==> config.mk <==
export PLATFORM = sky130hd
export DESIGN_NAME = fpu_ctx_seq_flat
export DESIGN_NICKNAME = d
export VERILOG_FILES = /design/src/rtl/fpu_ctx_seq_if.sv /design/src/rtl/fpu_ctx_seq.sv /design/src/flat_wrapper.sv
export SDC_FILE = /design/constraint.sdc
export NUM_CORES = 1
export LEC_CHECK = 0
export CAP_MARGIN = 10
export CORE_UTILIZATION = 45
export DETAILED_ROUTE_END_ITERATION = 12
export MAX_ROUTING_LAYER = met4
export PLACE_DENSITY = 0.63
export SYNTH_ARGS = -nofsm -noshare
export SYNTH_HDL_FRONTEND = slang
export SYNTH_SLANG_ARGS = --single-unit
==> constraint.sdc <==
create_clock -name clk -period 5.9 [get_ports clk]
set_clock_uncertainty 0.15 [all_clocks]
set_input_delay 0.59 -clock clk [delete_from_list [all_inputs] [get_ports clk]]
set_output_delay 0.59 -clock clk [all_outputs]
set_load 0.02 [all_outputs]
==> src/rtl/fpu_ctx_seq_if.sv <==
// FU configuration bus driven by the context sequencer: crossbar-1 select
// and instruction word at issue time, crossbar-2 select after the FU latency.
interface fpu_ctx_seq_if #(
  parameter int INST_WIDTH      = 64,
  parameter int NUM_OUTPUTS_CB1 = 16,
  parameter int CW1             = 4,
  parameter int NUM_OUTPUTS_CB2 = 4,
  parameter int CW2             = 4
);
  logic [NUM_OUTPUTS_CB1*CW1-1:0] config_cb1_o;
  logic                           cb1_en_o;
  logic [INST_WIDTH-1:0]          config_all_o;
  logic [NUM_OUTPUTS_CB2*CW2-1:0] config_cb2_o;
  logic                           cb2_en_o;

  modport master (
    output config_cb1_o, cb1_en_o, config_all_o, config_cb2_o, cb2_en_o
  );

  modport slave (
    input config_cb1_o, cb1_en_o, config_all_o, config_cb2_o, cb2_en_o
  );
endinterface

==> src/rtl/fpu_ctx_seq.sv <==
// Context sequencer for a crossbar-fed FU: stores NUM_CTX configuration
// contexts, issues each one for rpt+1 cycles, optionally loops, and delays
// the crossbar-2 select and a data bypass to line up with the FU latency.
module fpu_ctx_seq #(
  parameter int DATA_WIDTH      = 32,
  parameter int INST_WIDTH      = 64,
  parameter int NUM_INPUTS_CB1  = 14,
  parameter int NUM_OUTPUTS_CB1 = 16,
  parameter int NUM_INPUTS_CB2  = 9,
  parameter int NUM_OUTPUTS_CB2 = 4,
  parameter int NUM_CTX         = 4,
  parameter int FU_LATENCY      = 2,
  parameter int CNT_WIDTH       = 8,
  localparam int CW1 = $clog2(NUM_INPUTS_CB1),
  localparam int CW2 = $clog2(NUM_INPUTS_CB2),
  localparam int AW  = $clog2(NUM_CTX)
) (
  input  logic                           clk,
  input  logic                           rst,
  // context memory write port
  input  logic                           cfg_we,
  input  logic [AW-1:0]                  cfg_addr,
  input  logic [NUM_OUTPUTS_CB1*CW1-1:0] cfg_cb1_i,
  input  logic [NUM_OUTPUTS_CB2*CW2-1:0] cfg_cb2_i,
  input  logic [INST_WIDTH-1:0]          cfg_inst_i,
  input  logic [CNT_WIDTH-1:0]           cfg_rpt_i,
  // run control
  input  logic                           start_i,
  input  logic                           stop_i,
  input  logic [AW-1:0]                  last_ctx_i,
  input  logic                           loop_i,
  // FU configuration bus
  fpu_ctx_seq_if.master                  fu,
  // status
  output logic                           busy_o,
  output logic                           done_o,
  output logic [AW-1:0]                  ctx_o,
  output logic                           cfg_err_o,
  // latency-matched data bypass
  input  logic [DATA_WIDTH-1:0]          data_bypass_i,
  input  logic                           data_bypass_valid_i,
  output logic [DATA_WIDTH-1:0]          data_bypass_o,
  output logic                           data_bypass_valid_o
);

  localparam int C1W = NUM_OUTPUTS_CB1 * CW1;
  localparam int C2W = NUM_OUTPUTS_CB2 * CW2;
  localparam int DCW = $clog2(FU_LATENCY + 1);

  typedef enum logic [1:0] {IDLE, RUN, DRAIN} state_t;

  // Context memory
  logic [C1W-1:0]        mem_cb1  [NUM_CTX];
  logic [C2W-1:0]        mem_cb2  [NUM_CTX];
  logic [INST_WIDTH-1:0] mem_inst [NUM_CTX];
  logic [CNT_WIDTH-1:0]  mem_rpt  [NUM_CTX];

  // Sequencer state
  state_t               state;
  logic [AW-1:0]        ctx;
  logic [AW-1:0]        ctx_inc;
  logic [AW-1:0]        last;
  logic                 loop_q;
  logic [CNT_WIDTH-1:0] cnt;
  logic [DCW-1:0]       drain_cnt;

  // Registered issue-side outputs
  logic                  cb1_en_q;
  logic [C1W-1:0]        cb1_sel_q;
  logic [INST_WIDTH-1:0] inst_q;
  logic [C2W-1:0]        cb2_sel_q;

  // Delay lines: {enable, cb2 select} and {valid, data}
  logic [C2W:0]        cb2_pipe [FU_LATENCY];
  logic [DATA_WIDTH:0] byp_pipe [FU_LATENCY+1];

  assign ctx_inc = ctx + AW'(1);
  assign ctx_o   = ctx;

  // Out-of-range final-context requests run up to the last stored context.
  function automatic logic [AW-1:0] clamp_last(input logic [AW-1:0] v);
    int unsigned vi;
    vi = v;
    return (vi >= NUM_CTX) ? AW'(NUM_CTX - 1) : v;
  endfunction

  // Context memory writes, accepted only while the sequencer is idle.
  always_ff @(posedge clk) begin
    if (rst) begin
      // NOTE: the memory is cleared on reset because a run issued straight
      // after reset must present all-zero configurations, not stale ones.
      for (int i = 0; i < NUM_CTX; i++) begin
        mem_cb1[i]  <= '0;
        mem_cb2[i]  <= '0;
        mem_inst[i] <= '0;
        mem_rpt[i]  <= '0;
      end
    end else if (cfg_we && !busy_o) begin
      mem_cb1[cfg_addr]  <= cfg_cb1_i;
      mem_cb2[cfg_addr]  <= cfg_cb2_i;
      mem_inst[cfg_addr] <= cfg_inst_i;
      mem_rpt[cfg_addr]  <= cfg_rpt_i;
    end
  end

  // IDLE/RUN/DRAIN sequencer with registered issue outputs and status.
  always_ff @(posedge clk) begin
    // NOTE: every register here is assigned with <= so all branches see the
    // pre-edge values of state, ctx and cnt; blocking = would leak updates
    // between branches and break the issue timing.
    if (rst) begin
      state     <= IDLE;
      ctx       <= '0;
      cnt       <= '0;
      last      <= '0;
      loop_q    <= 1'b0;
      drain_cnt <= '0;
      busy_o    <= 1'b0;
      done_o    <= 1'b0;
      cfg_err_o <= 1'b0;
      cb1_en_q  <= 1'b0;
      cb1_sel_q <= '0;
      inst_q    <= '0;
      cb2_sel_q <= '0;
    end else begin
      done_o <= 1'b0;
      if (cfg_we && busy_o) cfg_err_o <= 1'b1;

      case (state)
        IDLE: begin
          // start uses the pre-edge contents of context 0 if a write lands
          // on the same edge
          if (start_i) begin
            state     <= RUN;
            busy_o    <= 1'b1;
            cfg_err_o <= 1'b0;
            ctx       <= '0;
            cnt       <= mem_rpt[0];
            last      <= clamp_last(last_ctx_i);
            loop_q    <= loop_i;
            cb1_en_q  <= 1'b1;
            cb1_sel_q <= mem_cb1[0];
            inst_q    <= mem_inst[0];
            cb2_sel_q <= mem_cb2[0];
          end
        end

        RUN: begin
          if (stop_i || (cnt == '0 && ctx == last && !loop_q)) begin
            state     <= DRAIN;
            cb1_en_q  <= 1'b0;
            drain_cnt <= DCW'(FU_LATENCY - 1);
            done_o    <= 1'(FU_LATENCY == 1);
          end else if (cnt == '0) begin
            if (ctx < last) begin
              ctx       <= ctx_inc;
              cnt       <= mem_rpt[ctx_inc];
              cb1_sel_q <= mem_cb1[ctx_inc];
              inst_q    <= mem_inst[ctx_inc];
              cb2_sel_q <= mem_cb2[ctx_inc];
            end else begin
              ctx       <= '0;
              cnt       <= mem_rpt[0];
              cb1_sel_q <= mem_cb1[0];
              inst_q    <= mem_inst[0];
              cb2_sel_q <= mem_cb2[0];
            end
          end else begin
            cnt <= cnt - CNT_WIDTH'(1);
          end
        end

        DRAIN: begin
          if (drain_cnt == '0) begin
            state  <= IDLE;
            busy_o <= 1'b0;
          end else begin
            drain_cnt <= drain_cnt - DCW'(1);
            done_o    <= (drain_cnt == DCW'(1));
          end
        end

        default: begin
          state  <= IDLE;
          busy_o <= 1'b0;
        end
      endcase
    end
  end

  // Crossbar-2 delay line: an issue reappears FU_LATENCY cycles later.
  always_ff @(posedge clk) begin
    if (rst) begin
      for (int i = 0; i < FU_LATENCY; i++) cb2_pipe[i] <= '0;
    end else begin
      cb2_pipe[0] <= {cb1_en_q, cb2_sel_q};
      for (int i = 1; i < FU_LATENCY; i++) cb2_pipe[i] <= cb2_pipe[i-1];
    end
  end

  // Data bypass: free-running FU_LATENCY+1 stage pipeline.
  always_ff @(posedge clk) begin
    if (rst) begin
      for (int i = 0; i <= FU_LATENCY; i++) byp_pipe[i] <= '0;
    end else begin
      byp_pipe[0] <= {data_bypass_valid_i, data_bypass_i};
      for (int i = 1; i <= FU_LATENCY; i++) byp_pipe[i] <= byp_pipe[i-1];
    end
  end

  assign fu.cb1_en_o     = cb1_en_q;
  assign fu.config_cb1_o = cb1_sel_q;
  assign fu.config_all_o = inst_q;
  assign fu.cb2_en_o     = cb2_pipe[FU_LATENCY-1][C2W];
  assign fu.config_cb2_o = cb2_pipe[FU_LATENCY-1][C2W-1:0];

  assign data_bypass_valid_o = byp_pipe[FU_LATENCY][DATA_WIDTH];
  assign data_bypass_o       = byp_pipe[FU_LATENCY][DATA_WIDTH-1:0];

endmodule

==> src/flat_wrapper.sv <==
// flat-port wrapper written by rule: the top's interface ports become plain ports
module fpu_ctx_seq_flat 
#(
  parameter int DATA_WIDTH      = 32,
  parameter int INST_WIDTH      = 64,
  parameter int NUM_INPUTS_CB1  = 14,
  parameter int NUM_OUTPUTS_CB1 = 16,
  parameter int NUM_INPUTS_CB2  = 9,
  parameter int NUM_OUTPUTS_CB2 = 4,
  parameter int NUM_CTX         = 4,
  parameter int FU_LATENCY      = 2,
  parameter int CNT_WIDTH       = 8,
  localparam int CW1 = $clog2(NUM_INPUTS_CB1),
  localparam int CW2 = $clog2(NUM_INPUTS_CB2),
  localparam int AW  = $clog2(NUM_CTX)
)
  (clk, rst, cfg_we, cfg_addr, cfg_cb1_i, cfg_cb2_i, cfg_inst_i, cfg_rpt_i, start_i, stop_i, last_ctx_i, loop_i, busy_o, done_o, ctx_o, cfg_err_o, data_bypass_i, data_bypass_valid_i, data_bypass_o, data_bypass_valid_o, fu_config_cb1_o, fu_cb1_en_o, fu_config_all_o, fu_config_cb2_o, fu_cb2_en_o);
  fpu_ctx_seq_if #(.INST_WIDTH(INST_WIDTH), .NUM_OUTPUTS_CB1(NUM_OUTPUTS_CB1), .CW1(($clog2(NUM_INPUTS_CB1))), .NUM_OUTPUTS_CB2(NUM_OUTPUTS_CB2), .CW2(($clog2(NUM_INPUTS_CB2)))) fu_i ();
  input  logic clk;
  input  logic rst;
  input  logic cfg_we;
  input  logic [AW-1:0] cfg_addr;
  input  logic [NUM_OUTPUTS_CB1*CW1-1:0] cfg_cb1_i;
  input  logic [NUM_OUTPUTS_CB2*CW2-1:0] cfg_cb2_i;
  input  logic [INST_WIDTH-1:0] cfg_inst_i;
  input  logic [CNT_WIDTH-1:0] cfg_rpt_i;
  input  logic start_i;
  input  logic stop_i;
  input  logic [AW-1:0] last_ctx_i;
  input  logic loop_i;
  output logic busy_o;
  output logic done_o;
  output logic [AW-1:0] ctx_o;
  output logic cfg_err_o;
  input  logic [DATA_WIDTH-1:0] data_bypass_i;
  input  logic data_bypass_valid_i;
  output logic [DATA_WIDTH-1:0] data_bypass_o;
  output logic data_bypass_valid_o;
  output wire logic [$bits(fu_i.config_cb1_o)-1:0] fu_config_cb1_o;
  output wire logic [$bits(fu_i.cb1_en_o)-1:0] fu_cb1_en_o;
  output wire logic [$bits(fu_i.config_all_o)-1:0] fu_config_all_o;
  output wire logic [$bits(fu_i.config_cb2_o)-1:0] fu_config_cb2_o;
  output wire logic [$bits(fu_i.cb2_en_o)-1:0] fu_cb2_en_o;
  assign fu_config_cb1_o = fu_i.config_cb1_o;
  assign fu_cb1_en_o = fu_i.cb1_en_o;
  assign fu_config_all_o = fu_i.config_all_o;
  assign fu_config_cb2_o = fu_i.config_cb2_o;
  assign fu_cb2_en_o = fu_i.cb2_en_o;
  fpu_ctx_seq #(.DATA_WIDTH(DATA_WIDTH), .INST_WIDTH(INST_WIDTH), .NUM_INPUTS_CB1(NUM_INPUTS_CB1), .NUM_OUTPUTS_CB1(NUM_OUTPUTS_CB1), .NUM_INPUTS_CB2(NUM_INPUTS_CB2), .NUM_OUTPUTS_CB2(NUM_OUTPUTS_CB2), .NUM_CTX(NUM_CTX), .FU_LATENCY(FU_LATENCY), .CNT_WIDTH(CNT_WIDTH)) u_core (.clk(clk), .rst(rst), .cfg_we(cfg_we), .cfg_addr(cfg_addr), .cfg_cb1_i(cfg_cb1_i), .cfg_cb2_i(cfg_cb2_i), .cfg_inst_i(cfg_inst_i), .cfg_rpt_i(cfg_rpt_i), .start_i(start_i), .stop_i(stop_i), .last_ctx_i(last_ctx_i), .loop_i(loop_i), .fu(fu_i), .busy_o(busy_o), .done_o(done_o), .ctx_o(ctx_o), .cfg_err_o(cfg_err_o), .data_bypass_i(data_bypass_i), .data_bypass_valid_i(data_bypass_valid_i), .data_bypass_o(data_bypass_o), .data_bypass_valid_o(data_bypass_valid_o));
endmodule
==> flow_metrics.tcl <==
set metrics [dict create \
    mean_instance_size_in_the_synthesized_netlist_um2 12.0 \
    fraction_of_power_consumed_by_sequential_logic 0.492 \
    gp_congestion 0.865 \
    yosys.cell_count.top_type "sky130_fd_sc_hd__and2_1" \
    floorplan.initialDensity 0.455 \
    layout.core_utilization 0.547 \
    detailedRoute.firstIterationViolations 2003 \
    syn_nets 3310 \
    syn_to_final_growth_pct 20.3 \
    wl_per_cell_um 22.6 \
    finalNonFillerCells 4508 \
    htree_levels 3 \
    vias_per_cell 5.50 \
    crit_chain "inv_4 > ha_1 > nand3b_1 > a21o_1 > and2_1 > buf_4 > nor2_4 > buf_12 > a32o_1" \
    p_clk_frac 0.409 \
    timing.critical_path.max_delay_family "simple AND/OR/NAND/NOR gates" \
    arrival_ns 4.26 \
    grt.met1_usage 0.292 \
    largest_net_degree_at_the_start_of_global_routing 154 \
    critical_path.slowest_cell "sky130_fd_sc_hd__nor2_4" \
    final_layout_size_suffix_gt1_frac 0.0621 \
    dp_slack_ns 2.12 \
    finalCriticalPeriod_ns 3.83 \
    globalRoute.busiestLayer "met2" \
    max_stage_delay_ns 0.76 \
    dpl.cell_count 4308 \
    hpwlAfterDp_um 54200 \
    dr.pass1.iters 9 \
    cap_viol_max_count 0 \
    dieWidth_um 290 \
    timing.critical_path.buf_inv 3 \
    clkTransAtPathRegs_ns 0.06 \
    design.portCount 379 \
    root_buffer "sky130_fd_sc_hd__clkbuf_16" \
    ys_ff_latch 906 \
    power.switching_fraction 0.238 \
    setup.worst_path.class "reg -> reg" \
    synth.cells.most_frequent "609 x sky130_fd_sc_hd__and2_1, 608 x sky130_fd_sc_hd__edfxtp_1, 298 x sky130_fd_sc_hd__dfxtp_1, 288 x sky130_fd_sc_hd__nor2_1, 189 x sky130_fd_sc_hd__clkbuf_1" \
    floorplan.core_area_um2 82100 \
    finalNetCount 3537 \
    cts_made_buffers 96 \
    cts_setup_buffers 0 \
    peakVddDrop_mv 0.209 \
    grt_use_total 0.245 \
    via_count 24816 \
    slew_headroom 0.221 \
    ys_types 55 \
    timing.critical_path.to_type "flop" \
    synth_area_leader_cell "sky130_fd_sc_hd__edfxtp_1" \
    yosys_warnings 0 \
    synth-async-reset-ratio 0 \
    drtAntennaViolNets 0 \
    io_buffers 378 \
    wire_length_of_the_first_global_routing_pass_um 154000 \
    floorplan.die_area_um2 84200 \
    worstPathRequired_ns 6.33 \
    share_comb_of_total_power 0.099 \
    setup_slack_ns 2.07 \
    tritoncts "yes" \
    timing.critical_path.fanout_max 77 \
    clkSinkCount 906 \
    number_of_flops_mapped_to_enable_cells_by_yosys 608 \
    setup_violations 0 \
    globalRouteMet3Util 0.0389 \
    sequential_fraction_of_the_synthesis_area 0.648 \
    drt_drc_violations_left 0 \
    leakage_dissipation_nw 16.0 \
    status "finished, final reports clean" \
    hold_path_class "in -> reg" \
    setup_repair_after_global_routing_missed_its_margin "no" \
    clkLatencyLatePin_ns 0.64 \
    post_cts_resize_count 0 \
    timing.setup.tns_ns 0 \
    grtUsageMet2 0.417 \
    p_int_mw 11.4 \
    postSynth.topFlopCell "sky130_fd_sc_hd__edfxtp_1" \
    clock.fmax_ghz 0.261 \
    cts_hold_buf 0 \
    route.final.wire_length_um 102000 \
    std_cell_rows 105 \
    hold_viol 0 \
    power.net_switching_mw 3.55 \
    grt_antenna_before_repair 21 \
    syn-cell-area_um2 37400 \
    post_synth_inst_count 3109 \
    synth_top_cell_area_share 0.489 \
    critPathLaunchType "flop" \
    grt_overflow 0 \
    cell_pwr_density_nw_per_um2 332 \
    max-clock-path-buffers 3 \
    die_outline_height_um 290 \
    layout_worst_path_cycle_share 0.650 \
    max_slew.worst_pin.slew_ns 1.17 \
    grt_pass1_vias 25300 \
    synth_area_leaders "sky130_fd_sc_hd__edfxtp_1 49%, sky130_fd_sc_hd__dfxtp_1 16%, sky130_fd_sc_hd__and2_1 10%, sky130_fd_sc_hd__mux2i_1 3.6%, sky130_fd_sc_hd__a32o_1 3.3%" \
    maxSlewViolCount 0 \
]
## worst register-to-register path, stage by stage, from the launching register on
cell,delay [ns]
sky130_fd_sc_hd__dfxtp_4,0.60
sky130_fd_sc_hd__inv_4,0.31
sky130_fd_sc_hd__ha_1,0.39
sky130_fd_sc_hd__nand3b_1,0.10
sky130_fd_sc_hd__a21o_1,0.24
sky130_fd_sc_hd__and2_1,0.16
sky130_fd_sc_hd__buf_4,0.24
sky130_fd_sc_hd__nor2_4,0.77
sky130_fd_sc_hd__buf_12,0.46
sky130_fd_sc_hd__a32o_1,0.35
## power by group through the flow
stage / Sequential [mW] / Clock [mW] / Combinational [mW]
floorplan: 7.55 / 0 / 0.721
global placement: 7.46 / 0 / 1.45
detailed placement: 7.48 / 0 / 1.48
CTS: 7.35 / 6.21 / 1.49
global route: 7.38 / 6.44 / 1.59
finish: 7.35 / 6.11 / 1.48
## per-layer routing
layer | part of all wire | routed length [um] | vias to the layer above
met2 | 0.50 | 51400 | 910
li1 | - | - | 11483
met3 | 0.067 | 6820 | 163
met1 | 0.40 | 40800 | 12260
met5 | 0 | 0 | -
met4 | 0.028 | 2870 | 0
## final timing paths
| check | from | to | slack, ns | depth (start not counted) |
|---|---|---|---|---|
| max | u_core.ctx_o[0]$_SDFFE_PP0P_ | u_core.fu.config_all_o[56]$_SDFFE_PP0P_ | 2.07 | 9 |
| min | rst | u_core.state[0]$_SDFFE_PP0P_ | 0.12 | 2 |
| max reg2reg | u_core.ctx_o[0]$_SDFFE_PP0P_ | u_core.fu.config_all_o[56]$_SDFFE_PP0P_ | 2.07 | 9 |
| min reg2reg | u_core.cb2_pipe[0][10]$_SDFF_PP0_ | u_core.cb2_pipe[0][27]$_SDFF_PP0_ | 0.28 | 1 |
## cells in the final DEF (no fill, tap or decap), drive strengths merged, types with 4 or more instances in the layout
cell type / Yosys / routed
edfxtp: 608 / 608
clkdlybuf4s50: 0 / 377
a211oi: 26 / 26
clkbuf: 189 / 129
nor3: 128 / 128
nand3: 4 / 4
nor3b: 5 / 5
mux2i: 133 / 133
o21ai: 151 / 151
nor2: 289 / 289
a21oi: 159 / 159
bufinv: 0 / 6
nand2: 63 / 63
buf: 95 / 36
inv: 12 / 18
clkinv: 0 / 35
diode: 0 / 22
dfxtp: 298 / 298
and2: 609 / 609
ha: 6 / 6
a32o: 122 / 122
nor2b: 136 / 136
a222oi: 23 / 23
## layout make-up
| type | count | area (um^2) |
|---|---|---|
| antenna | 22 | 55.1 |
| clock buffer | 129 | 2820 |
| clock inverter | 49 | 414 |
| fill | 6657 | 37200 |
| inverter | 12 | 47.5 |
| multi-input combinational | 1907 | 11800 |
| sequential | 906 | 24200 |
| tap | 1070 | 1340 |
| timing repair buffer | 413 | 4220 |
## registers in the layout, indices dropped and copies added (netlist names), 8 cells and up
name                    count
u_core.mem_cb2             64
u_core.fu.config_all_o     64
u_core.mem_inst           256
u_core.mem_rpt             32
u_core.byp_pipe            99
u_core.cb2_sel_q           16
u_core.mem_cb1            256
u_core.cnt                  8
u_core.fu.config_cb1_o     64
u_core.cb2_pipe            34
## through the flow
stage	instance area, um^2	hold WS, ns	power (mW)
final	44900	0.120	14.9
after global routing	44900	0.134	15.4
after CTS	44900	0.0847	15.0
after detailed placement	41700	0.272	8.96
after global placement	41700	0.268	8.92
after floorplan	37400	0.264	8.27
## logic make-up (layout without fill, tap and decap cells)
logic type / count (synthesis) / in the layout / share of synthesized area
flip-flops: 906 / 906 / 0.648
multiplexers: 133 / 133 / 0.0356
buffers and inverters: 296 / 603 / 0.0375
AND/OR/NAND/NOR: 1253 / 1253 / 0.183
other: 0 / 22 / 0
adder cells (fa/ha/maj): 6 / 6 / 0.00201
XOR/XNOR: 3 / 3 / 0.000704
AO/OA/AOI/OAI: 512 / 512 / 0.0925
Note: power is estimated with default switching activity, not from simulation.
